$ cat config.mk
export PLATFORM = sky130hd
export DESIGN_NAME = fft_out_sequencer
export DESIGN_NICKNAME = d
export VERILOG_FILES = /design/src/rtl/fft_out_sequencer.sv
export SDC_FILE = /design/constraint.sdc
export NUM_CORES = 1
export LEC_CHECK = 0
export BUFFER_PORTS_ARGS = -buffer_cell sky130_fd_sc_hd__buf_4
export CORE_MARGIN = 3
export CORE_UTILIZATION = 43
export DETAILED_ROUTE_END_ITERATION = 8
export PLACE_DENSITY = 0.71
export SYNTH_ARGS = -nofsm -noshare
export SYNTH_HDL_FRONTEND = slang
export SYNTH_SLANG_ARGS = --single-unit
$ cat constraint.sdc
create_clock -name clk -period 1.7 [get_ports clk]
set_clock_uncertainty 0.1 [all_clocks]
set_input_delay 0.51 -clock clk [delete_from_list [all_inputs] [get_ports clk]]
set_output_delay 0.51 -clock clk [all_outputs]
set_load 0.05 [all_outputs]
$ cat src/rtl/fft_out_sequencer.sv
// Sequencer for the FFT output parallel-to-serial register: load, per-sample shift
// strobes, valid/ready presentation, frame completion and overrun reporting.
// Define FFT_OUTSEQ_PACE_EN to insert PACE_GAP idle cycles between accepted samples.
module fft_out_sequencer #(
    parameter int  NUM_SAMPLES = 32,
    parameter int  PACE_GAP    = 2,
    localparam int IDX_W       = $clog2(NUM_SAMPLES)
) (
    input  logic             clk,
    input  logic             n_rst,
    input  logic             fft_done,
    input  logic             abort,
    input  logic             sample_ready,
    output logic             load_enable,
    output logic             out_strobe,
    output logic             sample_valid,
    output logic [IDX_W-1:0] sample_index,
    output logic             frame_last,
    output logic             frame_done,
    output logic             busy,
    output logic             overrun
);

    if (NUM_SAMPLES < 2 || PACE_GAP < 1) begin : g_cfg_check
        $error("fft_out_sequencer: NUM_SAMPLES must be >= 2 and PACE_GAP >= 1");
    end

    localparam logic [IDX_W-1:0] LAST_IDX = IDX_W'(NUM_SAMPLES - 1);

`ifdef FFT_OUTSEQ_PACE_EN
    localparam int             GAP_W    = (PACE_GAP > 1) ? $clog2(PACE_GAP) : 1;
    localparam logic [GAP_W-1:0] GAP_LAST = GAP_W'(PACE_GAP - 1);

    typedef enum logic [2:0] {
        S_IDLE,
        S_LOAD,
        S_STROBE,
        S_PRESENT,
        S_GAP
    } state_t;

    logic [GAP_W-1:0] gap_cnt;
`else
    typedef enum logic [1:0] {
        S_IDLE,
        S_LOAD,
        S_STROBE,
        S_PRESENT
    } state_t;
`endif

    state_t state;
    logic   load_q;
    logic   accept;
    logic   at_last;

    assign at_last      = (sample_index == LAST_IDX);
    assign sample_valid = (state == S_PRESENT);
    assign frame_last   = sample_valid & at_last;
    assign busy         = (state != S_IDLE);
    assign accept       = sample_valid & sample_ready;

    // An abort cycle must never move data, so both register controls are masked by it.
    assign load_enable  = load_q & ~abort;
`ifdef FFT_OUTSEQ_PACE_EN
    assign out_strobe   = ~abort & (state == S_STROBE);
`else
    assign out_strobe   = ~abort & ((state == S_STROBE) | (accept & ~at_last));
`endif

    always_ff @(posedge clk or negedge n_rst) begin
        if (!n_rst) begin
            state        <= S_IDLE;
            sample_index <= '0;
            load_q       <= 1'b0;
            frame_done   <= 1'b0;
            overrun      <= 1'b0;
`ifdef FFT_OUTSEQ_PACE_EN
            gap_cnt      <= '0;
`endif
        end else begin
            load_q     <= 1'b0;
            frame_done <= 1'b0;
            // A new frame arriving mid-frame is dropped; abort suppresses the report.
            overrun    <= fft_done & (state != S_IDLE) & ~abort;

            if (abort) begin
                state        <= S_IDLE;
                sample_index <= '0;
`ifdef FFT_OUTSEQ_PACE_EN
                gap_cnt      <= '0;
`endif
            end else begin
                case (state)
                    S_IDLE: begin
                        if (fft_done) begin
                            state  <= S_LOAD;
                            load_q <= 1'b1;
                        end
                    end
                    S_LOAD: begin
                        state <= S_STROBE;
                    end
                    S_STROBE: begin
                        state <= S_PRESENT;
                    end
                    S_PRESENT: begin
                        if (sample_ready) begin
                            if (at_last) begin
                                state        <= S_IDLE;
                                sample_index <= '0;
                                frame_done   <= 1'b1;
                            end else begin
                                sample_index <= sample_index + 1'b1;
`ifdef FFT_OUTSEQ_PACE_EN
                                state        <= S_GAP;
                                gap_cnt      <= '0;
`endif
                            end
                        end
                    end
`ifdef FFT_OUTSEQ_PACE_EN
                    S_GAP: begin
                        if (gap_cnt == GAP_LAST) begin
                            state   <= S_STROBE;
                            gap_cnt <= '0;
                        end else begin
                            gap_cnt <= gap_cnt + 1'b1;
                        end
                    end
`endif
                    default: begin
                        state <= S_IDLE;
                    end
                endcase
            end
        end
    end

endmodule
# ---- After elaboration in Yosys (flattened, before gate mapping)
# Cells that the tools add are included.
dict set report totals {
  inputBits 5
  ff_bits 10
  wordCells 45
  output_inout_bits 12
}
dict set report op_classes {
  n_reduce_logical 6
  add_sub_neg 1
  muxes 16
  eq_ne 7
  bitwise 10
}
# operator n
set ops {}
lappend ops {{two-way mux 5 bit} 4}
lappend ops {{two-way mux 2 bit} 4}
lappend ops {{one-hot mux 2 bit (4 select lines)} 1}
lappend ops {{AND 1 bit} 7}
lappend ops {{two-way mux 1 bit} 7}
lappend ops {{!= test 3 bit, second input constant} 2}
lappend ops {{nonzero test 2 bit} 3}
lappend ops {{adder 5 x 1 -> 5 bit, second input constant} 1}
lappend ops {{equality test 5 bit, second input constant} 1}
lappend ops {{equality test 2 bit, second input constant} 2}
lappend ops {{!= test 3 x 2 -> 1 bit, second input constant} 1}
lappend ops {{AND reduction 3 bit} 1}
lappend ops {{equality test 2 x 1 -> 1 bit, second input constant} 1}
lappend ops {{zero test 2 bit} 1}
lappend ops {{NOT 1 bit} 2}
lappend ops {{AND reduction 2 bit} 1}
lappend ops {{bitwise OR 1 bit} 1}

# ---- Longest topological paths before layout
# Gate-level depths: netlist of run 1.
dict set report depth {
  word_depth 5
  depth_mapped 6
  mapped_depth_nobuf 6
}

# ---- Least setup slack after synthesis of run 1
# Ideal clock, no wire load.
dict set report synth_timing {
  path_type {flip-flop to output port}
  start {reg sample_index[0]}
  end {out out_strobe}
  slack_ps -1020
  t_required_ps 1090
  path_stages_with_launch 6
  t_arrival_ps 2110
  path_buffers 0
  path_cell_list {dfrtp_1 ha_1 and3_1 ha_1 o21ba_2 nor2_1}
}
dict set report synth_via {
  elab_chain_cells 5
}
# item line_no
set synth_rtl {}
lappend synth_rtl {{start: declaration} 17} ;# output logic [IDX_W-1:0] sample_index,
lappend synth_rtl {{start signal: assignment} 114} ;# sample_index <= sample_index + 1'b1;
lappend synth_rtl {{equality test 5 bit} 57} ;# assign at_last = (sample_index == LAST_IDX);
lappend synth_rtl {{NOT 1 bit} 68} ;# assign out_strobe = ~abort & ((state == S_STROBE) | (accept & ~at_last));
lappend synth_rtl {{AND 1 bit} 68}
lappend synth_rtl {{bitwise OR 1 bit} 68}
lappend synth_rtl {{AND 1 bit} 68}
lappend synth_rtl {{end: declaration} 15} ;# output logic out_strobe,
# Every way passes these cells.

# ---- Worst setup path after layout of run 1
dict set report layout_timing {
  start {reg sample_index[1]}
  end {out out_strobe}
}
# Same word-level chain as after synthesis.

==> impl_metrics.csv, run 1 <==
group,metric,value,unit
synthesis,syn_nets,66,
sta,fin_crit_sh,132,%
synthesis,synth_top_area_cell,"dfrtp_1",
synthesis,synth_top_family_by_area,"simple AND/OR/NAND/NOR gates",
outcome,outcome,"complete, but fails checks",
pwr,combPwrFrac,55.3,%
worst_setup_path,cp.required,1.09,ns
sta,setup_slack,-0.537,ns
pwr,power.density,1150,nW/um2
clock_tree,cts.clk_slew.worst_paths,0.08,ns
clock_tree,insertion_delay,0.28,ns
sta,setup_violations,9,
pwr,power.clock.fraction,16.5,%
worst_setup_path,cp_max_fo,2,
placed_design,place_congestion,0.724,
pwr,p_int,670,uW
placed_design,io_buffers,16,
floorplan,num_rows,12,
synthesis,netlist_area,562,um2
synthesis,synth-simple-area-share,23.6,%
sta,rsz0062_at_grt,"true",
detailed_routing,drtIter0Drc,18,
global_routing,first_global_vias,551,
detailed_routing,vias,576,
floorplan,die_w,42.1,um
synthesis,synthAdderAreaFrac,13.4,%
global_routing,antenna_found_initial,0,
placed_design,place_inst,96,
synthesis,synth_cell_types,24,
clock_tree,cts-root-buf,"clkbuf_4",
sta,fin_crit,2.24,ns
global_routing,grt_start_max_net_pins,11,
detailed_routing,avgViaCountPerCell,5.49,
sta,worstMarginPinSlew,0.216,ns
detailed_routing,wl,1630,um
sta,max_slew_margin,85.6,%
pwr,leakage,0.000453,uW
clock_tree,cts_tree,"built",
clock_tree,cts.sinks,10,
cells_and_area,syn_to_final_growth,72.6,%
global_routing,grtUsageTotal,20.0,%
placed_design,placed_area,838,um2
worst_setup_path,r2r_start,"sample_index[1]$_DFFE_PN0P_",
worst_setup_path,r2r_slack,-0.17,ns
synthesis,ys_warn_count,0,
pwr,seqPwrFrac,28.1,%
cells_and_area,design_area,970,um2
min_path,hp-start,"abort",
min_path,hold_depth,2,
detailed_routing,drc,0,
floorplan,fp.coreArea,1170,um2
synthesis,synthXorXnorAreaFrac,0,%
pwr,p_sw_share,40.1,%
pwr,total_power,1120,uW
floorplan,dieArea,1780,um2
sta,final_hold_viol_count,0,
worst_setup_path,startpoint_type,"register",
detailed_routing,firstDrtPassIters,5,
worst_setup_path,critPathCaptureType,"output port",
worst_setup_path,cp.arrival,1.63,ns
pwr,p_sw,448,uW
placed_design,dp_hpwl,1010,um
pwr,ir_drop,1.32,mV
synthesis,muxShareOfSynthArea,3.79,%
sta,fmax,0.447,GHz
flow_run,maxCapViolCount,0,
worst_setup_path,crit_type,"reg -> out",
synthesis,yosysTopAreaCellShare,44.5,%
synthesis,synth_area_leaders,"dfrtp_1 (45%), ha_1 (13%), a21oi_1 (4.5%), nand3_1 (2.7%), nand2_1 (2.7%)",
floorplan,io_pins,17,
min_path,hp-class,"in -> reg",
sta,finalMaxSlewViolations,0,
cells_and_area,fillers,73,
sta,timing.hold.ws,0.381,ns
synthesis,avgSynthCellArea,10.2,um2
clock_tree,cts_buffers,3,
synthesis,synth_compound_area_share,10.7,%
cells_and_area,antenna_cells,0,
global_routing,grt_pass1_wl,2590,um
synthesis,ys_seq_area_share,44.5,%
cells_and_area,fin_cells,105,
clock_tree,cts_buffer_depth,2,
clock_tree,cts_max_level,1,
cells_and_area,fin_nets,103,
floorplan,die_h,42.1,um
worst_setup_path,r2r_end,"state[0]$_DFFE_PN0P_",
worst_setup_path,r2r_cells,6,
worst_setup_path,cp-startpoint,"sample_index[1]$_DFFE_PN0P_",
detailed_routing,ant_nets,0,
global_routing,grt_overflow,0,
min_path,holdPathEnd,"load_q$_DFF_PN0_",
detailed_routing,wl_per_cell,15.6,um
floorplan,start_util,48.0,%
synthesis,netlist_instances,55,
synthesis,yosys_register_bits,10,
outcome,violations,"setup timing",
cells_and_area,drive_gt1_share,62.6,%
==> cells in the mapped netlist <==
library cell and count:
a21oi_1 5, a2bb2oi_1 1, a31oi_1 1, and2_1 1, and3_1 1, and3b_2 1
buf_6 1, dfrtp_1 10, ha_1 6, inv_1 3, mux2_2 1, mux2i_1 1
nand2_1 4, nand2_2 1, nand2b_1 2, nand3_1 3, nor2_1 4, nor2b_1 1
nor3b_1 2, o21ai_0 2, o21ba_2 1, or3_2 1, or4_1 1, or4b_1 1
==> metrics by stage <==
step | TNS [ns] | setup slack [ns] | util [%]
after global placement | -0.846 | -0.268 | 71.6
after floorplan | -1.72 | -0.442 | -
after CTS | -1.62 | -0.518 | 79.6
final | -1.96 | -0.537 | 82.8
after global routing | -2.39 | -0.575 | 82.8
after detailed placement | -0.971 | -0.297 | 71.6
==> worst max path at each step <==
stage | slack [ns] | cells past startpoint | end
2_1_floorplan | -0.44 | 5 | out_strobe
3_3_place_gp | -0.27 | 6 | out_strobe
3_5_place_dp | -0.30 | 6 | out_strobe
4_1_cts | -0.52 | 6 | out_strobe
5_1_grt | -0.58 | 6 | out_strobe
6_report | -0.54 | 6 | out_strobe
==> timing repair <==
item | 4_1_cts | 5_1_grt
endpoints found under the hold margin | 10 | 0
pin swaps | 3 | 3
endpoints found under the setup margin | 9 | 9
resized for setup | 13 | 6
setup buffers | 2 | 2
hold buffers | 1 | 0
==> kinds of logic (layout without fill, tap and decap cells) <==
group | Yosys count | count (layout)
and+or+nand+nor | 23 | 23
AOI/OAI and AO/OA | 10 | 10
DFF | 10 | 10
adders and majority gates | 6 | 6
buffers and inverters | 4 | 40
muxes | 2 | 2
==> routing by layer <==
metal | GRT usage (%) | wire [um] | vias up
li1 | - | - | 265
met1 | 24.6 | 684 | 260
met2 | 29.6 | 757 | 41
met3 | 5.58 | 139 | 10
met4 | 14.3 | 53 | 0
met5 | 0 | 0 | -
==> critical path, cell delays in order, from the launching register on <==
cell and delay [ns]:
dfrtp_2 0.44, ha_4 0.17, and3_4 0.15, ha_4 0.15
o21ba_4 0.20, nor2_4 0.08, buf_8 0.15
==> registers in the layout, summed over array words and instances (netlist names) <==
name / cells
sample_index: 5
state: 2
frame_done: 1
load_q: 1
overrun: 1
==> layout make-up <==
class	count	area (um2)	share of cell area [%]
repair buffers	33	288	29.7
inverters	3	13.8	1.42
clock buffers	4	26.3	2.71
flip-flops and latches	10	256	26.5
multi-input cells	41	368	37.9
well taps	14	17.5	1.81
==> power by group through the flow <==
stage	Clock (uW)	Sequential [uW]	Combinational [uW]
floorplan	0	318	287
global placement	0	297	436
detailed placement	0	298	445
finish	185	315	619
global route	199	320	655
CTS	178	297	559
==> cell usage in the layout, fill, tap and decap left out, types with 4 or more instances in the layout <==
master / n
a21oi_1: 5
buf_4: 25
buf_6: 4
dfrtp_1: 5
dfrtp_2: 5
ha_4: 4
nand2_1: 4
Note: power is estimated with default switching activity, not from simulation.
==> run 2, diff against run 1 <==
PLACE_DENSITY = 0.68   (was 0.71)
==> impl_metrics.csv, run 2 (synthesis gave the netlist of run 1 again) <==
group,metric,value,unit
cells_and_area,final_cell_mix,"buf_4 (23), dfrtp_1 (7), buf_6 (7)",
placed_design,place_congestion,0.715,
global_routing,globalRoute.busiestLayer,"met2",
pwr,total_power,1220,uW
worst_setup_path,cpMostUsedCell,"ha_4",
clock_tree,cts_tree,"built",
flow_run,maxCapViolCount,0,
sta,fin_crit_sh,133,%
placed_design,io_buffers,16,
cells_and_area,layout_commonest_cell,"buf_4",
min_path,hp-class,"in -> reg",
global_routing,met3_usage,6.01,%
sta,setup_slack,-0.564,ns
detailed_routing,wl_per_cell,18.4,um
cells_and_area,fillers,58,
sta,setup_tns,-2.21,ns
sta,max_slew_margin,85.5,%
floorplan,start_util,48.0,%
detailed_routing,firstDrtPassIters,4,
detailed_routing,vias,589,
sta,finalMaxSlewViolations,0,
detailed_routing,avgViaCountPerCell,5.61,
global_routing,grt_overflow,0,
global_routing,grtUsageTotal,21.4,%
clock_tree,cts_buffers,3,
clock_tree,insertion_delay,0.27,ns
cells_and_area,regMostFlops,"sample_index",
detailed_routing,ant_nets,0,
cells_and_area,antenna_cells,0,
worst_setup_path,cp.required,1.09,ns
cells_and_area,largestRegisters,"sample_index x5, state x2",
sta,setup_violations,9,
cells_and_area,drive_gt1_share,64.8,%
global_routing,antenna_found_initial,0,
global_routing,met2_usage,37.0,%
sta,fmax,0.442,GHz
clock_tree,cts-root-buf,"clkbuf_4",
worst_setup_path,startpoint_type,"register",
clock_tree,cts_buffer_depth,2,
cells_and_area,largest_reg_flops,5,
sta,final_hold_viol_count,0,
worst_setup_path,crit_type,"reg -> out",
detailed_routing,drc,0,
clock_tree,cts.sinks,10,
floorplan,dieArea,1780,um2
clock_tree,cts_max_level,1,
worst_setup_path,cp_max_fo,2,
worst_setup_path,cp_cell_sequence,"ha_4 > and3_4 > ha_4 > o21ba_4 > nor2_4 > buf_6",
worst_setup_path,cp.arrival,1.65,ns
floorplan,num_rows,12,
floorplan,die_h,42.1,um
worst_setup_path,critPathMaxStageDelay,0.44,ns
sta,timing.hold.ws,0.378,ns
floorplan,io_pins,17,
floorplan,die_w,42.1,um
outcome,violations,"setup timing",
worst_setup_path,cpMaxStageDelayCell,"dfrtp_2",
pwr,ir_drop,1.01,mV
global_routing,use_met1,25.4,%
sta,rsz0062_at_grt,"true",
sta,fin_crit,2.26,ns
global_routing,first_global_vias,599,
worst_setup_path,critPathCaptureType,"output port",
global_routing,grt_start_max_net_pins,11,
cells_and_area,syn_to_final_growth,80.4,%
sta,worstMarginPinSlew,0.215,ns
detailed_routing,drtIter0Drc,16,
detailed_routing,wl,1940,um
outcome,outcome,"complete, but fails checks",
clock_tree,cts.clk_slew.worst_paths,0.08,ns
placed_design,dp_slack,-0.292,ns
pwr,leakage,0.000477,uW
cells_and_area,fin_nets,103,
global_routing,grt_pass1_wl,2870,um
placed_design,dp_hpwl,1110,um
floorplan,fp.coreArea,1170,um2
pwr,power.density,1210,nW/um2
## run 2: cell types whose count changed in the layout (fill, tap and decap cells not counted), moves of 2 or more
cell     change
buf_4        -2
buf_6        +3
dfrtp_1      +2
dfrtp_2      -2
## run 2: what timing repair did
| item | CTS | global route |
|---|---|---|
| pin swaps | 4 | 3 |
| gates resized for setup | 14 | 10 |
| gates cloned | 0 | 0 |
| buffers inserted | 3 | 2 |
| hold buffers | 1 | 0 |
| endpoints found under the hold margin | 10 | 0 |
| endpoints found under the setup margin | 9 | 9 |
## run 2: routing by layer
layer | vias to the layer above | wire length, um | share of wire [%]
met2 | 32 | 990 | 51
met5 | - | 0 | 0
met1 | 288 | 751 | 39
met3 | 6 | 165 | 8.5
li1 | 263 | - | -
met4 | 0 | 29 | 1.5
## run 2: stage by stage
step / instance area (um2) / cells / util, %
2_1_floorplan: 622 / 55 / -
3_3_place_gp: 831 / 95 / 70.9
5_1_grt: 1010 / 105 / 86.5
4_1_cts: 948 / 103 / 81.0
6_report: 1010 / 105 / 86.5
3_5_place_dp: 831 / 95 / 70.9
## run 2: path summary, 6_finish.rpt
check                                       startpoint  slack, ns                     endpoint  depth (start not counted)
min                                              abort       0.38  sample_index[1]$_DFFE_PN0P_                          2
max                        sample_index[0]$_DFFE_PN0P_      -0.56                   out_strobe                          6
min reg2reg                sample_index[3]$_DFFE_PN0P_       0.52  sample_index[3]$_DFFE_PN0P_                          2
max reg2reg                sample_index[0]$_DFFE_PN0P_      -0.25  sample_index[0]$_DFFE_PN0P_                          6
min in group asynchronous                        n_rst       0.50  sample_index[3]$_DFFE_PN0P_                          2
max in group asynchronous                        n_rst       0.84  sample_index[0]$_DFFE_PN0P_                          2
## run 2: cell type report
| cell class | count | area, um2 | share of cell area (%) |
|---|---|---|---|
| Tap cell | 14 | 17.5 | 1.73 |
| Timing Repair Buffer | 33 | 292 | 28.8 |
| Multi-Input combinational cell | 41 | 400 | 39.5 |
| Sequential cell | 10 | 254 | 25.1 |
| Clock buffer | 4 | 36.3 | 3.58 |
| Inverter | 3 | 13.8 | 1.36 |
## run 2: worst max-delay path: cells and delay by family, from the launching register on
| family | cells | cell delay, ns |
|---|---|---|
| AO/OA/AOI/OAI | 1 | 0.19 |
| flip-flops | 1 | 0.44 |
| AND/OR/NAND/NOR | 2 | 0.25 |
| adder cells (fa/ha/maj) | 2 | 0.33 |
| buffers and inverters | 1 | 0.17 |
## run 2: report_power, final
group / internal (uW) / switching, uW / leakage (uW) / total, uW
Sequential: 269 / 26.2 / 0.000132 / 296
Combinational: 348 / 348 / 0.000324 / 696
Clock: 130 / 99.9 / 0.0000210 / 230
